## config.mk

```make
export PLATFORM = sky130hd
export DESIGN_NAME = reg_bank_reader
export DESIGN_NICKNAME = d
export VERILOG_FILES = /design/src/rtl/reg_bank_reader.sv
export SDC_FILE = /design/constraint.sdc
export NUM_CORES = 1
export LEC_CHECK = 0
export CORE_AREA = 2 2 49 51
export DETAILED_ROUTE_END_ITERATION = 16
export DIE_AREA = 0 0 51 53
export PLACE_DENSITY = 0.71
export RECOVER_POWER = 25
export SLEW_MARGIN = 15
export SYNTH_ARGS = -nofsm -noshare
export SYNTH_HDL_FRONTEND = slang
export SYNTH_SLANG_ARGS = --single-unit
```

## constraint.sdc

```tcl
create_clock -name CLOCK -period 3.5 [get_ports CLOCK]
set_input_delay 0.875 -clock CLOCK [delete_from_list [all_inputs] [get_ports CLOCK]]
set_output_delay 0.875 -clock CLOCK [all_outputs]
set_load 0.005 [all_outputs]
```

## src/rtl/reg_bank_reader.sv

```systemverilog
// Reads one bank register (EDY low RD_LAT cycles) and streams it LSB-first on a valid/ready serial link;
// SREADY low stalls the current bit. Define REG_BANK_READER_PARITY_EN to append an even-parity bit.
module reg_bank_reader #(
  parameter int NUMBITS = 8,
  parameter int NREGS   = 4,
  parameter int ADDRW   = 2,
  parameter int RD_LAT  = 1
) (
  input  logic               CLOCK,
  input  logic               RESET,
  input  logic               START,
  input  logic [ADDRW-1:0]   ADDR,
  output logic [ADDRW-1:0]   REG_SEL,
  output logic               EDY,
  input  logic [NUMBITS-1:0] RDATA,
  output logic               SOUT,
  output logic               SVALID,
  input  logic               SREADY,
  output logic               BUSY,
  output logic               DONE,
  output logic               ERR
);

  localparam int RCW = (RD_LAT > 1) ? $clog2(RD_LAT) : 1;
  localparam int BCW = (NUMBITS > 1) ? $clog2(NUMBITS) : 1;

`ifdef REG_BANK_READER_PARITY_EN
  typedef enum logic [2:0] {IDLE, READ, SHIFT, PAR, FIN} state_t;
`else
  typedef enum logic [2:0] {IDLE, READ, SHIFT, FIN} state_t;
`endif

  state_t             state, state_nxt;
  logic [ADDRW-1:0]   reg_sel;
  logic               err_flag;
  logic [RCW-1:0]     rd_cnt;
  logic [BCW-1:0]     bit_cnt;
  logic [NUMBITS-1:0] shreg;
  logic               addr_ok;
  logic               rd_last;
  logic               bit_last;
`ifdef REG_BANK_READER_PARITY_EN
  logic               par_bit;
`endif

  assign addr_ok  = (32'(ADDR) < 32'(NREGS));
  assign rd_last  = (rd_cnt == RCW'(RD_LAT - 1));
  assign bit_last = (bit_cnt == BCW'(NUMBITS - 1));
  assign REG_SEL  = reg_sel;

  always_ff @(posedge CLOCK) begin
    if (RESET) state <= IDLE;
    else       state <= state_nxt;
  end

  always_comb begin
    state_nxt = state;
    EDY       = 1'b1;
    SVALID    = 1'b0;
    SOUT      = 1'b0;
    BUSY      = 1'b1;
    DONE      = 1'b0;
    ERR       = 1'b0;
    case (state)
      IDLE: begin
        BUSY = 1'b0;
        if (START) state_nxt = addr_ok ? READ : FIN;
      end
      READ: begin
        EDY = 1'b0;
        if (rd_last) state_nxt = SHIFT;
      end
      SHIFT: begin
        SVALID = 1'b1;
        SOUT   = shreg[0];
`ifdef REG_BANK_READER_PARITY_EN
        if (SREADY && bit_last) state_nxt = PAR;
`else
        if (SREADY && bit_last) state_nxt = FIN;
`endif
      end
`ifdef REG_BANK_READER_PARITY_EN
      PAR: begin
        SVALID = 1'b1;
        SOUT   = par_bit;
        if (SREADY) state_nxt = FIN;
      end
`endif
      FIN: begin
        DONE      = 1'b1;
        ERR       = err_flag;
        state_nxt = IDLE;
      end
      default: state_nxt = IDLE;
    endcase
  end

  // RDATA is only captured on the last EDY-low cycle; the bank drives X otherwise.
  always_ff @(posedge CLOCK) begin
    if (RESET) begin
      reg_sel  <= '0;
      err_flag <= 1'b0;
      rd_cnt   <= '0;
      bit_cnt  <= '0;
      shreg    <= '0;
`ifdef REG_BANK_READER_PARITY_EN
      par_bit  <= 1'b0;
`endif
    end else begin
      case (state)
        IDLE: begin
          if (START) begin
            reg_sel  <= ADDR;
            err_flag <= !addr_ok;
            rd_cnt   <= '0;
            bit_cnt  <= '0;
          end
        end
        READ: begin
          if (rd_last) begin
            shreg <= RDATA;
`ifdef REG_BANK_READER_PARITY_EN
            par_bit <= ^RDATA;
`endif
          end else begin
            rd_cnt <= rd_cnt + RCW'(1);
          end
        end
        SHIFT: begin
          if (SREADY) begin
            shreg   <= shreg >> 1;
            bit_cnt <= bit_cnt + BCW'(1);
          end
        end
        default: ;
      endcase
    end
  end

endmodule
```

==> metrics.md <==
| Metric | Value |
|---|---|
| R2r endpoint | shreg[4] |
| Netlist cell types | 25 |
| Buffers on Ports | 20 |
| Post-Synth Simple-Gate Area | 16.0% |
| Critical Path RT | 2620 ps |
| Die W | 51 um |
| Arr. time, crit path | 2040 ps |
| Initial Utilization | 37.9% |
| Iteration-0 DRC count of the detailed router | 11 |
| Clock Latency Late Sink | 270 ps |
| R2R depth | 5 |
| Core Area | 2150 um2 |
| H-tree Lvls | 1 |
| Commonest non-fill, non-tap cell in the layout | clkdlybuf4s50_1 |
| CP max-delay cell | ha_1 |
| Pleak | 0.398 nW |
| Initial antenna violation count | 0 |
| GRT met1 Usage | 16.5% |
| Final hold violations | 0 |
| Hold Buf Count CTS | 0 |
| Crit. End Element | output pin |
| Root Buffer | clkbuf_4 |
| Final worst path period share | 83.4% |
| RSZ-0062 raised after global routing | no |
| Gr ovfl total | 0 |
| Max stage delay on crit path | 610 ps |
| Worst hold stages | 2 |
| Pwr per Cell Area | 576 nW/um2 |
| Via-to-Cell Ratio | 4.82 |
| CTS max path bufs | 2 |
| Overall power | 600 uW |
| Yosys top cell by area | dfxtp_1 |
| Slew @ Worst Pin | 706 ps |
| Syn Area/Cell | 9.26 um2 |
| Clk slew on worst S/H paths | 90 ps |
| Min-Delay Endpoint | REG_SEL[0] |
| Synth top area share | 36.9% |
| Global-route wire length before repair | 2610 um |
| Die Footprint | 2700 um2 |
| Share of layout cells above drive strength 1 | 5.56% |
| Detail Route Antenna Nets | 0 |
| Final #Nets | 130 |
| Busiest grt layer | met2 |
| Antenna cells | 0 |
| I/O Pins | 22 |
| Pin count of the biggest net entering global routing | 18 |
| Worst path bufs/invs | 2 |
| # fillers | 211 |
| Critical path cell sequence | inv_1 -> ha_1 -> and2_1 -> clkdlybuf4s50_1 |
| Largest family of logic cells by synthesized area | compound AO/OA/AOI/OAI gates |
| Xor/xnor share of the synthesized area | 0% |
| Post-cts resize count | 0 |
| HPWL after DPL | 1120 um |
| Slew headroom | 52.9% |
| Min-delay src | REG_SEL[0] |
| Drt pass-1 iters | 2 |
| Worst VDD drop | 223 uV |
| Total track usage | 12.9% |
| Setup Viol. Count Final | 0 |
| Met3 usage | 2.82% |
| Routed WL per cell | 11.4 um |
| GPL Wtd Cong | 0.745 |
| Minimum clock period | 2920 ps |
| Slew Limit Fails | 0 |
| WS Path Type | reg -> out |
| Post-Synth Adder-Cell Area | 10.8% |
| Mapped Area | 815 um2 |
| Status | finished, final reports clean |
| Hold Path Class | reg -> reg |
| DRC viols | 0 |
| Most frequent cells in the layout | clkdlybuf4s50_1 (19), dfxtp_1 (15), mux2i_1 (8), nor2_1 (8) |
| Syn Nets | 109 |
| DIE HEIGHT | 53 um |
| CTS tree | built |
| RR Startpoint | state[0] |
| Vias in the first global route | 603 |
| Postcts setup bufs | 0 |
| Worst Setup SP | state[0] |
| Total CTS buffers | 3 |
| Final wirelength | 1550 um |
| Setup Skew | 2.20 ps |
| R2r setup slk | 1420 ps |
| Max FO, Critical Path | 17 |
| #FFs+latches synth | 15 |
| Synth top area cells | dfxtp_1 (37%), ha_1 (11%), mux2i_1 (9.8%) |
| Vias | 655 |
| Max-cap violations | 0 |
| Fmax | 0.343 GHz |
| Clk sink count | 15 |
| Post-synthesis mux area share | 11.7% |
| Seq/Total Area, Yosys | 36.9% |
| CP Launch Type | flop |
| TNS Setup | 0 ps |
| Cells after Synth | 88 |
| Crit path max-delay family | adder cells |
| Yosys warns | 0 |
| Placement Rows | 17 |
| Met2 usage | 19.5% |
| Synth-to-Final Area Change | 28.0% |
| Compound-Gate Fraction of Synth Area | 17.8% |
-- Yosys cell counts, drive strengths merged --
library cell and n:
nand4 2, nor2b 4, inv 6, nand3 2
clkbuf 1, a21oi 7, nand2b 1, a211oi 7
nand3b 2, nor2 8, mux2 1, o32a 1
and2 1, nand2 3, buf 3, o21ai 5
or3 1, a21boi 1, or2b 1, ha 7
dfxtp 15, conb 1, mux2i 8
-- state kept, by name, indices dropped and copies added (netlist names) --
register and flops:
shreg 8, bit_cnt 3, REG_SEL 2, state 2
-- stage by stage --
stage / instances / setup slack (ps) / hold WS [ps] / cell area, um2 / utilization, %
floorplan: 88 / 1540 / 453 / 815 / -
global placement: 132 / 896 / 446 / 1020 / 47.5
detailed placement: 132 / 858 / 449 / 1020 / 47.5
CTS: 136 / 544 / 461 / 1050 / 48.7
global route: 136 / 427 / 492 / 1040 / 48.5
finish: 136 / 581 / 456 / 1040 / 48.5
-- worst min-delay path, cell delays in order, from the launching register on --
cell and delay, ps:
dfxtp_1 320, nand2_1 50, a21oi_1 50
-- cell families after synthesis --
group	Yosys count
buffers and inverters	10
AO/OA/AOI/OAI	21
AND/OR/NAND/NOR	25
other	1
multiplexers	9
adder cells (fa/ha/maj)	7
flip-flops	15
-- routing by layer --
layer	routed length (um)	vias to the layer above
met5	0	-
met4	31	0
met3	68	2
met2	659	13
met1	785	292
li1	-	348
-- layout make-up --
| type | count | area (um2) | area share (%) |
|---|---|---|---|
| clock buffer | 4 | 26.3 | 2.52 |
| inverter | 6 | 22.5 | 2.16 |
| multi-input combinational | 63 | 458 | 43.9 |
| sequential | 15 | 300 | 28.8 |
| tap | 28 | 35.0 | 3.36 |
| timing repair buffer | 20 | 200 | 19.2 |
-- report_power, final --
| part | leakage, nW | total (mW) | switching (mW) | internal [mW] |
|---|---|---|---|---|
| clock network | 0.0150 | 0.0949 | 0.0508 | 0.0441 |
| registers | 0.123 | 0.242 | 0.0269 | 0.215 |
| logic | 0.260 | 0.264 | 0.133 | 0.131 |
-- worst max-delay path by stage --
stage | end | slack [ps] | cells past startpoint
after floorplan | SOUT | 1540 | 4
after global placement | SOUT | 900 | 4
after detailed placement | SOUT | 860 | 4
after CTS | SOUT | 540 | 4
after global routing | SOUT | 430 | 4
final | SOUT | 580 | 4
No activity file was read; power rests on OpenSTA's default activity.
